--- src/rtl/player_position_ctrl.sv ---
// Player position controller: per-frame walking and ballistic jump, plus the
// registered sprite-rectangle stage that feeds the player bitmap ROM.
`timescale 1ns/1ps
module player_position_ctrl #(
    parameter int OBJECT_WIDTH_X = 32,
    parameter int OBJECT_HEIGHT_Y = 32,
    parameter int START_X = 64,
    parameter int GROUND_Y = 400,
    parameter int X_MIN = 0,
    parameter int X_MAX = 608,
    parameter int X_SPEED = 2,
    parameter int JUMP_SPEED = 12,
    parameter int GRAVITY = 1
) (
    input  logic        clk,
    input  logic        reset,
    input  logic        startOfFrame,
    input  logic [10:0] pixelX,
    input  logic [10:0] pixelY,
    input  logic        leftKey,
    input  logic        rightKey,
    input  logic        jumpKey,
    output logic [10:0] offsetX,
    output logic [10:0] offsetY,
    output logic        InsideRectangle,
    output logic [10:0] topLeftX,
    output logic [10:0] topLeftY,
    output logic        airborne
);

    typedef enum logic [1:0] {
        IDLE = 2'd0,
        AIR  = 2'd1,
        LAND = 2'd2
    } state_t;

    localparam logic signed [11:0] X_MIN_S    = 12'(X_MIN);
    localparam logic signed [11:0] X_MAX_S    = 12'(X_MAX);
    localparam logic signed [11:0] X_SPEED_S  = 12'(X_SPEED);
    localparam logic signed [11:0] GROUND_S   = 12'(GROUND_Y);
    localparam logic signed [7:0]  VY_LAUNCH  = 8'(-JUMP_SPEED);
    localparam logic signed [7:0]  VY_GRAVITY = 8'(GRAVITY);
    localparam logic [11:0]        WIDTH_U    = 12'(OBJECT_WIDTH_X);
    localparam logic [11:0]        HEIGHT_U   = 12'(OBJECT_HEIGHT_Y);

    state_t            state;
    logic signed [7:0] vy;

    // Walk one step in the requested direction, saturating at the play-field
    // edges. The 12-bit signed intermediate keeps x - speed from wrapping at 0.
    function automatic logic [10:0] walk_sat(input logic [10:0] x,
                                             input logic left,
                                             input logic right);
        logic signed [11:0] xs;
        logic signed [11:0] nx;
        xs = signed'({1'b0, x});
        nx = xs;
        if (right && !left) begin
            nx = xs + X_SPEED_S;
            if (nx > X_MAX_S) nx = X_MAX_S;
        end else if (left && !right) begin
            nx = xs - X_SPEED_S;
            if (nx < X_MIN_S) nx = X_MIN_S;
        end
        return nx[10:0];
    endfunction

    function automatic logic signed [11:0] fall_y(input logic [10:0] y,
                                                  input logic signed [7:0] v);
        logic signed [11:0] ys;
        logic signed [11:0] vs;
        ys = signed'({1'b0, y});
        vs = {{4{v[7]}}, v};
        return ys + vs;
    endfunction

    logic signed [11:0] next_y_p0;
    assign next_y_p0 = fall_y(topLeftY, vy);

    // ---- frame-rate motion: position, velocity and jump state ----
    always_ff @(posedge clk) begin
        if (reset) begin
            topLeftX <= 11'(START_X);
            topLeftY <= 11'(GROUND_Y);
            vy       <= '0;
            state    <= IDLE;
            airborne <= 1'b0;
        end else if (startOfFrame) begin
            topLeftX <= walk_sat(topLeftX, leftKey, rightKey);
            case (state)
                IDLE: begin
                    if (jumpKey) begin
                        vy       <= VY_LAUNCH;
                        state    <= AIR;
                        airborne <= 1'b1;
                    end
                end
                AIR: begin
                    if (next_y_p0 >= GROUND_S) begin
                        topLeftY <= 11'(GROUND_Y);
                        vy       <= '0;
                        state    <= LAND;
                        airborne <= 1'b0;
                    end else begin
                        topLeftY <= next_y_p0[10:0];
                        vy       <= vy + VY_GRAVITY;
                    end
                end
                LAND: begin
                    state    <= IDLE;
                    airborne <= 1'b0;
                end
                default: begin
                    state    <= IDLE;
                    airborne <= 1'b0;
                end
            endcase
        end
    end

    logic [11:0] px_p0;
    logic [11:0] py_p0;
    logic [11:0] x_lo_p0;
    logic [11:0] y_lo_p0;
    logic        inside_p0;

    assign px_p0   = {1'b0, pixelX};
    assign py_p0   = {1'b0, pixelY};
    assign x_lo_p0 = {1'b0, topLeftX};
    assign y_lo_p0 = {1'b0, topLeftY};

    // Compares against the current (pre-update) position, so a pixel sampled
    // on a startOfFrame cycle still sees the old sprite box.
    assign inside_p0 = (px_p0 >= x_lo_p0) && (px_p0 < x_lo_p0 + WIDTH_U) &&
                       (py_p0 >= y_lo_p0) && (py_p0 < y_lo_p0 + HEIGHT_U);

    // ---- pixel-rate rectangle stage, one cycle of latency ----
    always_ff @(posedge clk) begin
        if (reset) begin
            offsetX         <= '0;
            offsetY         <= '0;
            InsideRectangle <= 1'b0;
        end else begin
            InsideRectangle <= inside_p0;
            offsetX         <= inside_p0 ? (pixelX - topLeftX) : 11'd0;
            offsetY         <= inside_p0 ? (pixelY - topLeftY) : 11'd0;
        end
    end

endmodule

--- config.mk ---
export PLATFORM = sky130hd
export DESIGN_NAME = player_position_ctrl
export DESIGN_NICKNAME = d
export VERILOG_FILES = /design/src/rtl/player_position_ctrl.sv
export SDC_FILE = /design/constraint.sdc
export NUM_CORES = 1
export LEC_CHECK = 0
export CORE_UTILIZATION = 50
export CTS_BUF_LIST = sky130_fd_sc_hd__clkbuf_8
export CTS_CLUSTER_SIZE = 24
export DETAILED_ROUTE_END_ITERATION = 12
export GPL_TIMING_DRIVEN = 0
export PLACE_DENSITY_LB_ADDON = 0.2
export SLEW_MARGIN = 25
export SYNTH_ARGS = -nofsm -noshare
export SYNTH_HDL_FRONTEND = slang
export SYNTH_SLANG_ARGS = --single-unit
--- constraint.sdc ---
create_clock -name clk -period 3.3 [get_ports clk]
set_clock_uncertainty 0.1 [all_clocks]
set_input_delay 0.66 -clock clk [delete_from_list [all_inputs] [get_ports clk]]
set_output_delay 0.66 -clock clk [all_outputs]
set_load 0.1 [all_outputs]
* Yosys cells after proc, flatten, opt, wreduce, memory -nomap -nowiden
Index checks and enable logic that the tools add are counted.
** Storage, ports and cells
- Bits in registers :: 56
- Output and inout bits :: 46
- Logic and storage cells :: 56
** Operators by class
- Add/sub/neg operators :: 8
- $lt $le $gt $ge :: 7
- Eq/ne operators :: 3
- Multiplexer cells :: 14
- Bitwise operators :: 1
- Reduce and logical (&&, ||, !) cells :: 15
** Operator list (count)
- 2-to-1 mux 11 bit :: 5
- adder 11 x 6 -> 12 bit, second input constant :: 2
- less-than comparator 11 x 12 -> 1 bit :: 2
- >= comparator 11 bit :: 2
- subtractor 11 bit :: 2
- 2-to-1 mux 8 bit :: 2
- one-hot mux 8 bit (2 select lines) :: 1
- adder 11 x 2 -> 12 bit, second input constant :: 1
- adder 12 x 8 -> 12 bit :: 1
- >= comparator 12 x 10 -> 1 bit, second input constant :: 1
- greater-than comparator 12 x 11 -> 1 bit, second input constant :: 1
- less-than comparator 12 x 1 -> 1 bit, second input constant :: 1
- subtractor 11 x 2 -> 12 bit, second input constant :: 1
- adder 8 x 2 -> 8 bit, second input constant :: 1
- AND reduction 3 bit :: 2
- logical AND 1 bit :: 5
- 2-to-1 mux 2 bit :: 2
- != test 2 bit, second input constant :: 2
- one-hot mux 2 bit (2 select lines) :: 1
- AND reduction 2 bit :: 2
- nonzero test 2 bit :: 2
- equality test 2 x 1 -> 1 bit, second input constant :: 1
- logical NOT 1 bit :: 2
- logical NOT 2 bit :: 1
- 4 further kinds :: 5

* Logic depth before layout (Yosys ltp)
Gate-level depths: netlist of run 1.
- Word-level depth :: 7
- Mapped depth :: 12
- Depth with buffers taken out :: 11

* Least setup slack after synthesis of run 1
Ideal clock, no wire load.
- Kind :: register to register
- Start :: register topLeftX[5]
- End :: register offsetX[7]
- Setup time :: 0.103 ns
- Data arrival time :: 3.405 ns
- Data required time :: 3.097 ns
- Slack :: -0.308 ns
- Cell stages (with the launch flop) :: 12
- Cells stage by stage :: dfxtp_1 -> inv_1 -> nor3_4 -> nand3_1 -> xnor2_1 -> ha_1 -> o22ai_1 -> nand2_1 -> o41ai_1 -> o2111ai_1 -> a2111o_1 -> a2111oi_2
** On the way
- Longest elaborated chain between the ends :: 7
- Elaborated cells on any way between the ends :: 9
** Ends and longest elaborated chain
- start, declared :: line 26 : output logic [10:0] topLeftX,
- start signal, assigned :: line 83 : topLeftX <= 11'(START_X);
- start signal, assigned :: line 89 : topLeftX <= walk_sat(topLeftX, leftKey, rightKey);
- adder 11 x 6 -> 12 bit :: line 134 : assign inside_p0 = (px_p0 >= x_lo_p0) && (px_p0 < x_lo_p0 + WIDTH_U) &&
- less-than comparator 11 x 12 -> 1 bit :: line 134
- logical AND 1 bit (2 in a row) :: line 134
- logical AND 1 bit :: line 135 : (py_p0 >= y_lo_p0) && (py_p0 < y_lo_p0 + HEIGHT_U);
- NOT 1 bit (no line)
- OR reduction 2 bit (no line)
- end signal, assigned :: line 145 : offsetX <= inside_p0 ? (pixelX - topLeftX) : 11'd0;
- end, declared :: line 23 : output logic [10:0] offsetX,
Several ways; a longest one is shown, not always the timed one.
A chain may end at the register's enable or synchronous reset.

* Final worst setup path of run 1
- Start :: input port pixelY[1]
- End :: register offsetX[7]
** On the way
- Longest elaborated chain between the ends :: 5
- Elaborated cells on any way between the ends :: 6
** Ends and longest elaborated chain
- start, declared :: line 19 : input logic [10:0] pixelY,
- >= comparator 11 bit :: line 135
- logical AND 1 bit :: line 134
- logical AND 1 bit (*) :: line 135
- NOT 1 bit (no line) (*)
- OR reduction 2 bit (no line) (*)
Every way passes the cells marked *; elsewhere a longest branch is shown, timed or not.

==> reports/qor.yml, run 1 <==
yosys:
  yosysUniqueCellTypes: 71
  yosysSeqAreaShare_pct: 25.2
  synthCells: 555
  syn_area_per_cell_um2: 7.71
  synth_edf_count: 0
  synth_area_um2: 4280
  ys_ff_latch: 54
  synth_flop_cell: "dfxtp_1"
  ys_warn_count: 0
  async_reset_ff_share_pct: 0
grt:
  grt_pass1_vias: 3837
  antenna_found_initial: 0
  gr-total-overflow: 0
  grt_use_total_pct: 25.3
  grt_max_degree: 18
  grt_pass1_wl_mm: 17.8
clock_network:
  cts_tree: "built"
  numCtsBuffers: 5
  max-clock-path-buffers: 2
  htreeDepth: 2
  clock_latency_ns: 0.31
  clk_pin_slew_worst_paths_ns: 0.10
  clock-sinks: 54
  hold_buffers: 0
  clockRootBuffer: "clkbuf_8"
power_and_ir_drop:
  vdd_drop_max_mv: 0.179
  internal-power_mw: 1.14
  p_sw_mw: 0.756
  power.density_nw_per_um2: 353
  switching_share_pct: 39.8
  seqPwrFrac_pct: 37.7
  power_frac_clock_pct: 20.9
  p_comb_share_pct: 41.4
  power.leakage_nw: 2.18
placed_design:
  place_area_um2: 5140
  gp_congestion: 0.926
  dp_hpwl_mm: 8.72
  dp.cells: 732
  io_buffers: 71
critical_path:
  startpoint_type: "primary input"
  worstPathMaxFanout: 7
  critPathArrivalTime_ns: 3.39
  cp_data_required_time_ns: 3.41
  reg2regPathDepth: 10
  crit_path_end_kind: "register"
  critical_path_class: "primary input to register"
cells_and_area:
  n_antenna_cell: 0
  layout-drive-gt1-share_pct: 9.66
  instances_no_fill: 747
  final_cell_mix: "71 x clkdlybuf4s50_1, 66 x nor2_1, 49 x ha_1"
  final_common_cell: "clkdlybuf4s50_1"
  syn_to_final_growth_pct: 25.9
  finalNetCount: 723
  postLayoutCellArea_um2: 5390
routing:
  drtIter0Drc: 279
  ant_nets: 0
  drc: 0
  vias: 4277
  routed_wl_mm: 11.4
  wl_per_cell_um: 15.2
  vias_per_cell: 5.73
  firstDrtPassIters: 5
timing:
  slew-limit-headroom_pct: 35.1
  fmax_ghz: 0.305
  period_needed_ns: 3.28
  finalSetupTns_ns: 0
  hold_violations: 0
  slew_viol_final: 0
  post-route-period-util_pct: 99.5
  setup_viol: 0
  worstMarginPinSlew_ns: 0.971
min_path:
  hold_depth: 2
  hold_class: "register to register"
die:
  die_area_um2: 8940
  fp-row-count: 33
  io_pins: 74
  chipWidth_um: 94.5
  die_y_um: 94.5
  start_util_pct: 51.8
  core_um2: 8260
outcome:
  outcome: "complete, no violations"
job:
  cap_viol_max_count: 0
==> worst max-delay path, cell delays in order <==
cell             delay (ns)
clkdlybuf4s50_1        0.45
ha_1                   0.32
nor2b_1                0.15
o21ai_1                0.11
a21boi_1               0.25
o21ai_2                0.11
a21oi_2                0.18
a31oi_2                0.16
a2111o_2               0.62
a2111oi_4              0.38
==> timing repair <==
action	CTS	global route
buffers inserted	1	4
resized for setup	3	25
pin swaps	2	6
setup endpoints to repair	21	40
gates cloned	0	2
==> flip-flops by register name, summed over array words and instances, names as in the netlist <==
register         cells
offsetX             11
airborne             1
topLeftY            11
topLeftX            10
state                1
vy                   8
offsetY             11
InsideRectangle      1
==> power groups by stage <==
stage | registers, mW | logic, mW | clock network [mW]
after floorplan | 0.861 | 0.435 | 0
after detailed placement | 0.731 | 0.748 | 0
after CTS | 0.716 | 0.755 | 0.414
final | 0.717 | 0.786 | 0.398
after global placement | 0.730 | 0.734 | 0
after global routing | 0.722 | 0.855 | 0.439
==> layer usage <==
metal  vias up  part of all wire, %  track usage (%)
li1       2166                    -                -
met1      1973                   48             33.9
met2       125                   46             41.7
met3        13                  4.9             3.70
met4         0                  1.2             7.83
met5         -                    0                0
==> through the flow <==
stage | power (mW) | hold slack, ns | worst slack [ns] | util [%]
after floorplan | 1.30 | 0.377 | 0.00285 | -
after global placement | 1.46 | 0.376 | -0.369 | 62.2
after global routing | 2.02 | 0.439 | -0.0701 | 65.3
final | 1.90 | 0.410 | 0.0168 | 65.3
after CTS | 1.89 | 0.408 | 0.0125 | 63.6
after detailed placement | 1.48 | 0.392 | -0.402 | 62.2
==> worst paths after layout <==
path               start     endpoint  slack [ns]
max            pixelY[1]   offsetX[7]        0.02
min reg2reg  topLeftY[0]  topLeftY[0]        0.41
min          topLeftY[0]  topLeftY[0]        0.41
max reg2reg  topLeftX[5]   offsetX[7]        0.21
==> synthesized netlist by cell type (4+ instances only) <==
master / number / area (um2)
nor2_1: 66 / 248
dfxtp_1: 54 / 1080
ha_1: 51 / 638
nand2_1: 44 / 165
a21oi_1: 42 / 210
inv_1: 41 / 154
o21ai_0: 28 / 140
nand3_1: 27 / 135
nor3_1: 24 / 120
xnor2_1: 22 / 193
a31oi_1: 12 / 75.1
nor2b_1: 12 / 75.1
nand4_1: 10 / 62.6
a21o_1: 9 / 67.6
clkbuf_1: 7 / 26.3
nand2b_1: 7 / 43.8
and3_1: 6 / 37.5
xor2_1: 6 / 52.6
buf_4: 5 / 37.5
o21ai_1: 5 / 25.0
a211oi_1: 4 / 30.0
a221oi_1: 4 / 35.0
==> area by class of cell <==
type,instances,area [um2]
Multi-Input combinational cell,442,3030
Fill cell,716,2870
Sequential cell,54,1090
Timing Repair Buffer,78,767
Inverter,42,158
Tap cell,105,131
Buffer,18,115
Clock buffer,6,82.6
Clock inverter,2,17.5
==> cells by family (layout without fill, tap and decap cells) <==
group / count (synthesis) / count (layout) / synth area share (%)
buf+inv: 60 / 146 / 6.14
mux: 4 / 4 / 0.994
simple gates: 210 / 210 / 23.4
fa+ha+maj: 54 / 54 / 16.3
other cells: 1 / 2 / 0.0876
xor+xnor: 28 / 28 / 5.73
compound gates: 144 / 144 / 22.1
flops: 54 / 54 / 25.2
Note: power is estimated with default switching activity, not from simulation.
==> run 2, diff against run 1 <==
Settings changed: PLACE_DENSITY from default to 0.82, PLACE_DENSITY_LB_ADDON 0.2 to default.
==> reports/qor.yml, run 2 (synthesized netlist as in run 1, its figures left out) <==
cells_and_area:
  final_common_cell: "clkdlybuf4s50_1"
  largestRegisters: "offsetX (11), offsetY (11), topLeftY (11)"
  finalNetCount: 723
  layout-drive-gt1-share_pct: 8.88
  final_cell_mix: "71 x clkdlybuf4s50_1, 66 x nor2_1, 50 x ha_1"
  seqCellArea_um2: 1090
  multi_input_area_um2: 3000
  syn_to_final_growth_pct: 26.2
  n_antenna_cell: 0
  final.fill_count: 668
timing:
  post-route-period-util_pct: 99.0
  slew_viol_final: 0
  slew-limit-headroom_pct: 34.8
  worstMarginPinSlew_ns: 0.974
  finalSetupTns_ns: 0
  hold_violations: 0
  period_needed_ns: 3.27
  setup_viol: 0
  fmax_ghz: 0.306
  fin_hold_ws_ns: 0.428
clock_network:
  cts_tree: "built"
  hold_buffers: 0
  clk_pin_slew_worst_paths_ns: 0.10
  clock_latency_ns: 0.32
  htreeDepth: 2
  max-clock-path-buffers: 2
  clockRootBuffer: "clkbuf_8"
  numCtsBuffers: 5
  clock-sinks: 54
critical_path:
  r2r_setup_slack_ns: 0.16
  worstPathMaxFanout: 6
  r2r-start: "topLeftX[7]"
  critPathArrivalTime_ns: 3.38
  regToRegEndpoint: "offsetX[7]"
  cp_data_required_time_ns: 3.41
  reg2regPathDepth: 10
  critical_path_class: "primary input to register"
  crit_path_end_kind: "register"
  startpoint_type: "primary input"
routing:
  drt-met1-wl_mm: 5.08
  firstDrtPassIters: 5
  ant_nets: 0
  route.met2.wl_mm: 5.76
  routed_wl_mm: 12.1
  vias_per_cell: 5.99
  dr_wl_met3_um: 820
  drtIter0Drc: 290
  wl_per_cell_um: 16.2
  drc: 0
  highest_layer: "met4"
  vias: 4477
power_and_ir_drop:
  power.leakage_nw: 2.19
  power.density_nw_per_um2: 381
  vdd_drop_max_mv: 0.197
  power.total_mw: 2.06
  p_comb_share_pct: 38.6
  seqPwrFrac_pct: 34.8
  switching_share_pct: 37.2
  p_sw_mw: 0.767
  power_frac_clock_pct: 26.6
  internal-power_mw: 1.29
die:
  start_util_pct: 51.8
  io_pins: 74
  chipWidth_um: 94.5
  core_um2: 8260
  die_area_um2: 8940
  die_y_um: 94.5
  fp-row-count: 33
min_path:
  hold_depth: 2
  hold_class: "register to register"
  hold_start: "topLeftY[0]"
  hold_end: "topLeftY[0]"
grt:
  grt_max_degree: 17
  grt_pass1_wl_mm: 19.0
  antenna_found_initial: 0
  grt_pass1_vias: 4121
  gr-total-overflow: 0
  grt_use_total_pct: 26.8
outcome:
  outcome: "complete, no violations"
job:
  cap_viol_max_count: 0
placed_design:
  io_buffers: 71
  gp_congestion: 0.933
  dp_hpwl_mm: 8.93
==> run 2: cell types whose count changed in the layout (fill, tap and decap cells not counted), sizes merged <==
cell	previous run	this run
bufinv	0	2
clkinv	3	1
buf	18	17
clkbuf	13	14
==> run 2: layer usage <==
layer  global-route usage (%)  vias up
met5                        0        -
li1                         -     2173
met2                     45.2      185
met4                     11.7        0
met1                     33.8     2071
met3                     3.95       48
==> run 2: power by group through the flow <==
stage	Combinational [mW]	Sequential, mW	Clock (mW)
CTS	0.757	0.716	0.553
global route	0.859	0.722	0.582
finish	0.795	0.717	0.547
detailed placement	0.749	0.732	0
global placement	0.731	0.730	0
floorplan	0.435	0.861	0
==> run 2: critical path: stages <==
cell	delay [ns]
clkdlybuf4s50_1	0.46
inv_1	0.05
ha_1	0.23
fa_1	0.42
nor2b_2	0.18
o21ai_2	0.08
a21boi_2	0.20
o21ai_0	0.13
a31o_2	0.26
o2111ai_1	0.09
a2111o_1	0.35
buf_4	0.21
nor2_1	0.05
==> run 2: final cells by class <==
type / count / share of cell area (%)
Sequential cell: 54 / 20.2
Clock buffer: 6 / 1.53
Multi-Input combinational cell: 442 / 55.6
Tap cell: 105 / 2.43
Inverter: 42 / 2.92
Buffer: 18 / 2.13
Timing Repair Buffer: 78 / 14.1
Clock inverter: 2 / 1.11
==> run 2: what timing repair did <==
item,in CTS,in global routing
gates resized for setup,3,16
pin swaps,1,5
endpoints found under the setup margin,21,35
setup buffers,0,6
cloned,0,1
==> run 2: worst max path at each step <==
| stage | start | endpoint | cells past startpoint |
|---|---|---|---|
| CTS | pixelX[5] | offsetY[4] | 11 |
| global route | pixelY[0] | offsetX[7] | 12 |
| detailed placement | pixelY[0] | offsetY[4] | 13 |
| finish | pixelY[0] | offsetX[8] | 13 |
| floorplan | topLeftX[2] | offsetX[7] | 10 |
| global placement | pixelY[0] | offsetY[4] | 13 |
==> run 2: through the flow <==
step	worst slack [ns]	instance area [um2]	utilization [%]	std cells
floorplan	0.00285	4300	-	556
global placement	-0.358	5140	62.2	732
detailed placement	-0.405	5140	62.2	732
CTS	0.00650	5290	64.1	740
global route	-0.0410	5410	65.5	747
finish	0.0314	5410	65.5	747
==> run 3, diff against run 2 <==
Settings changed: CORE_ASPECT_RATIO from default to 1.75, SKIP_CTS_REPAIR_TIMING from default to 1.
==> reports/qor.yml, run 3 (synthesized netlist as in run 1, its figures left out) <==
min_path:
  hold_start: "topLeftY[3]"
  hold_end: "topLeftY[3]"
  hold_class: "register to register"
  hold_depth: 2
timing:
  fmax_ghz: 0.311
  grt_setup_unrepaired: "true"
  hold_violations: 0
  fin_ws_ns: 0.0806
  post-route-period-util_pct: 97.6
  setup_viol: 0
  worstMarginPinSlew_ns: 0.979
  slew-limit-headroom_pct: 34.5
  period_needed_ns: 3.22
  slew_viol_final: 0
clock_network:
  clockRootBuffer: "clkbuf_8"
  htreeDepth: 2
  clk_pin_slew_worst_paths_ns: 0.10
  max-clock-path-buffers: 2
  clock-sinks: 54
  cts_tree: "built"
  numCtsBuffers: 5
  clock_latency_ns: 0.33
outcome:
  outcome: "complete, no violations"
routing:
  firstDrtPassIters: 7
  vias_per_cell: 5.76
  vias: 4319
  drtIter0Drc: 189
  drc: 0
  ant_nets: 0
  routed_wl_mm: 11.4
  wl_per_cell_um: 15.2
power_and_ir_drop:
  vdd_drop_max_mv: 0.380
  power.density_nw_per_um2: 369
  power.leakage_nw: 2.15
grt:
  grt_pass1_wl_mm: 18.5
  antenna_found_initial: 0
  grt_use_total_pct: 25.7
  grt_max_degree: 16
  gr-total-overflow: 0
  grt_pass1_vias: 4125
critical_path:
  worstPathMaxFanout: 10
  crit_path_end_kind: "register"
  reg2regPathDepth: 10
  cp_data_required_time_ns: 3.40
  critPathArrivalTime_ns: 3.32
  r2r-start: "topLeftX[7]"
  r2r_setup_slack_ns: 0.15
  critical_path_class: "primary input to register"
  critPathLaunch: "pixelX[5]"
  regToRegEndpoint: "offsetX[7]"
  startpoint_type: "primary input"
placed_design:
  dp.cells: 742
  gp_congestion: 0.964
  dp_slack_ns: -0.428
  dp_hpwl_mm: 8.90
  io_buffers: 71
die:
  io_pins: 74
  fp-row-count: 44
  die_area_um2: 8950
  die_y_um: 124
  start_util_pct: 51.5
  core_um2: 8310
  chipWidth_um: 72.0
cells_and_area:
  n_antenna_cell: 0
  final_common_cell: "clkdlybuf4s50_1"
  final_cell_mix: "71 x clkdlybuf4s50_1, 66 x nor2_1, 50 x ha_1"
  syn_to_final_growth_pct: 24.5
  seqCellArea_um2: 1090
  final.fill_count: 716
  finalNetCount: 717
  instances_no_fill: 750
  layout-drive-gt1-share_pct: 7.72
  largestRegisters: "offsetX (11), offsetY (11), topLeftY (11)"
  multi_input_area_um2: 2990
job:
  cap_viol_max_count: 0
[run 3: cell count changes in the layout (fill, tap and decap cells not counted)]
cell,before,now
a2111oi_2,0,1
buf_2,2,3
clkbuf_4,1,0
a2111oi_4,2,1
nor2b_2,2,0
bufinv_16,2,1
a31oi_2,0,1
nor2b_1,10,12
a31oi_1,12,11
o21ai_2,1,2
a21oi_1,40,41
o21ai_1,6,5
a21oi_2,2,1
buf_4,10,4
[run 3: layout make-up]
type / instances / area share (%)
multi-input cells: 442 / 56.1
flip-flops and latches: 54 / 20.5
repair buffers: 72 / 13.5
inverters: 42 / 2.96
well taps: 115 / 2.70
plain buffers: 18 / 2.11
clock buffers: 6 / 1.55
clock inverters: 1 / 0.564
[run 3: how the worst max path moves through the flow]
stage | cells after the start | slack (ns) | to
2_1_floorplan | 10 | 0.003 | offsetX[7]
3_3_place_gp | 11 | -0.39 | offsetY[4]
3_5_place_dp | 11 | -0.43 | offsetY[4]
4_1_cts | 11 | -0.12 | offsetY[4]
5_1_grt | 13 | -0.007 | offsetY[3]
6_report | 11 | 0.08 | offsetY[3]
[run 3: critical path, cell delays in order]
cell             delay, ns
clkdlybuf4s50_1       0.50
ha_2                  0.32
a21o_1                0.18
a21o_1                0.20
a21oi_1               0.19
o21ai_0               0.12
a21o_1                0.24
a2111oi_4             0.36
a2111o_1              0.30
buf_6                 0.19
nor3_1                0.05
[run 3: report_power, final]
part / internal [mW] / switching [mW]
clock network: 0.243 / 0.227
registers: 0.680 / 0.0360
logic: 0.285 / 0.496
[run 3: layer usage]
layer	GRT usage [%]	vias up	routed length (um)
li1	-	2149	-
met1	28.7	2016	4580
met2	47.9	132	6040
met3	3.07	22	497
met4	9.80	0	260
met5	0	-	0
[run 3: stage by stage]
stage               util (%)  hold slack (ns)  total power [mW]  cell area (um2)  setup TNS (ns)
floorplan                  -            0.377              1.30             4300               0
global placement        62.0            0.379              1.46             5150           -7.85
detailed placement      62.0            0.404              1.49             5150           -8.83
CTS                     63.3            0.419              1.95             5260           -1.93
global route            64.1            0.435              2.06             5330         -0.0109
finish                  64.1            0.424              1.97             5330               0
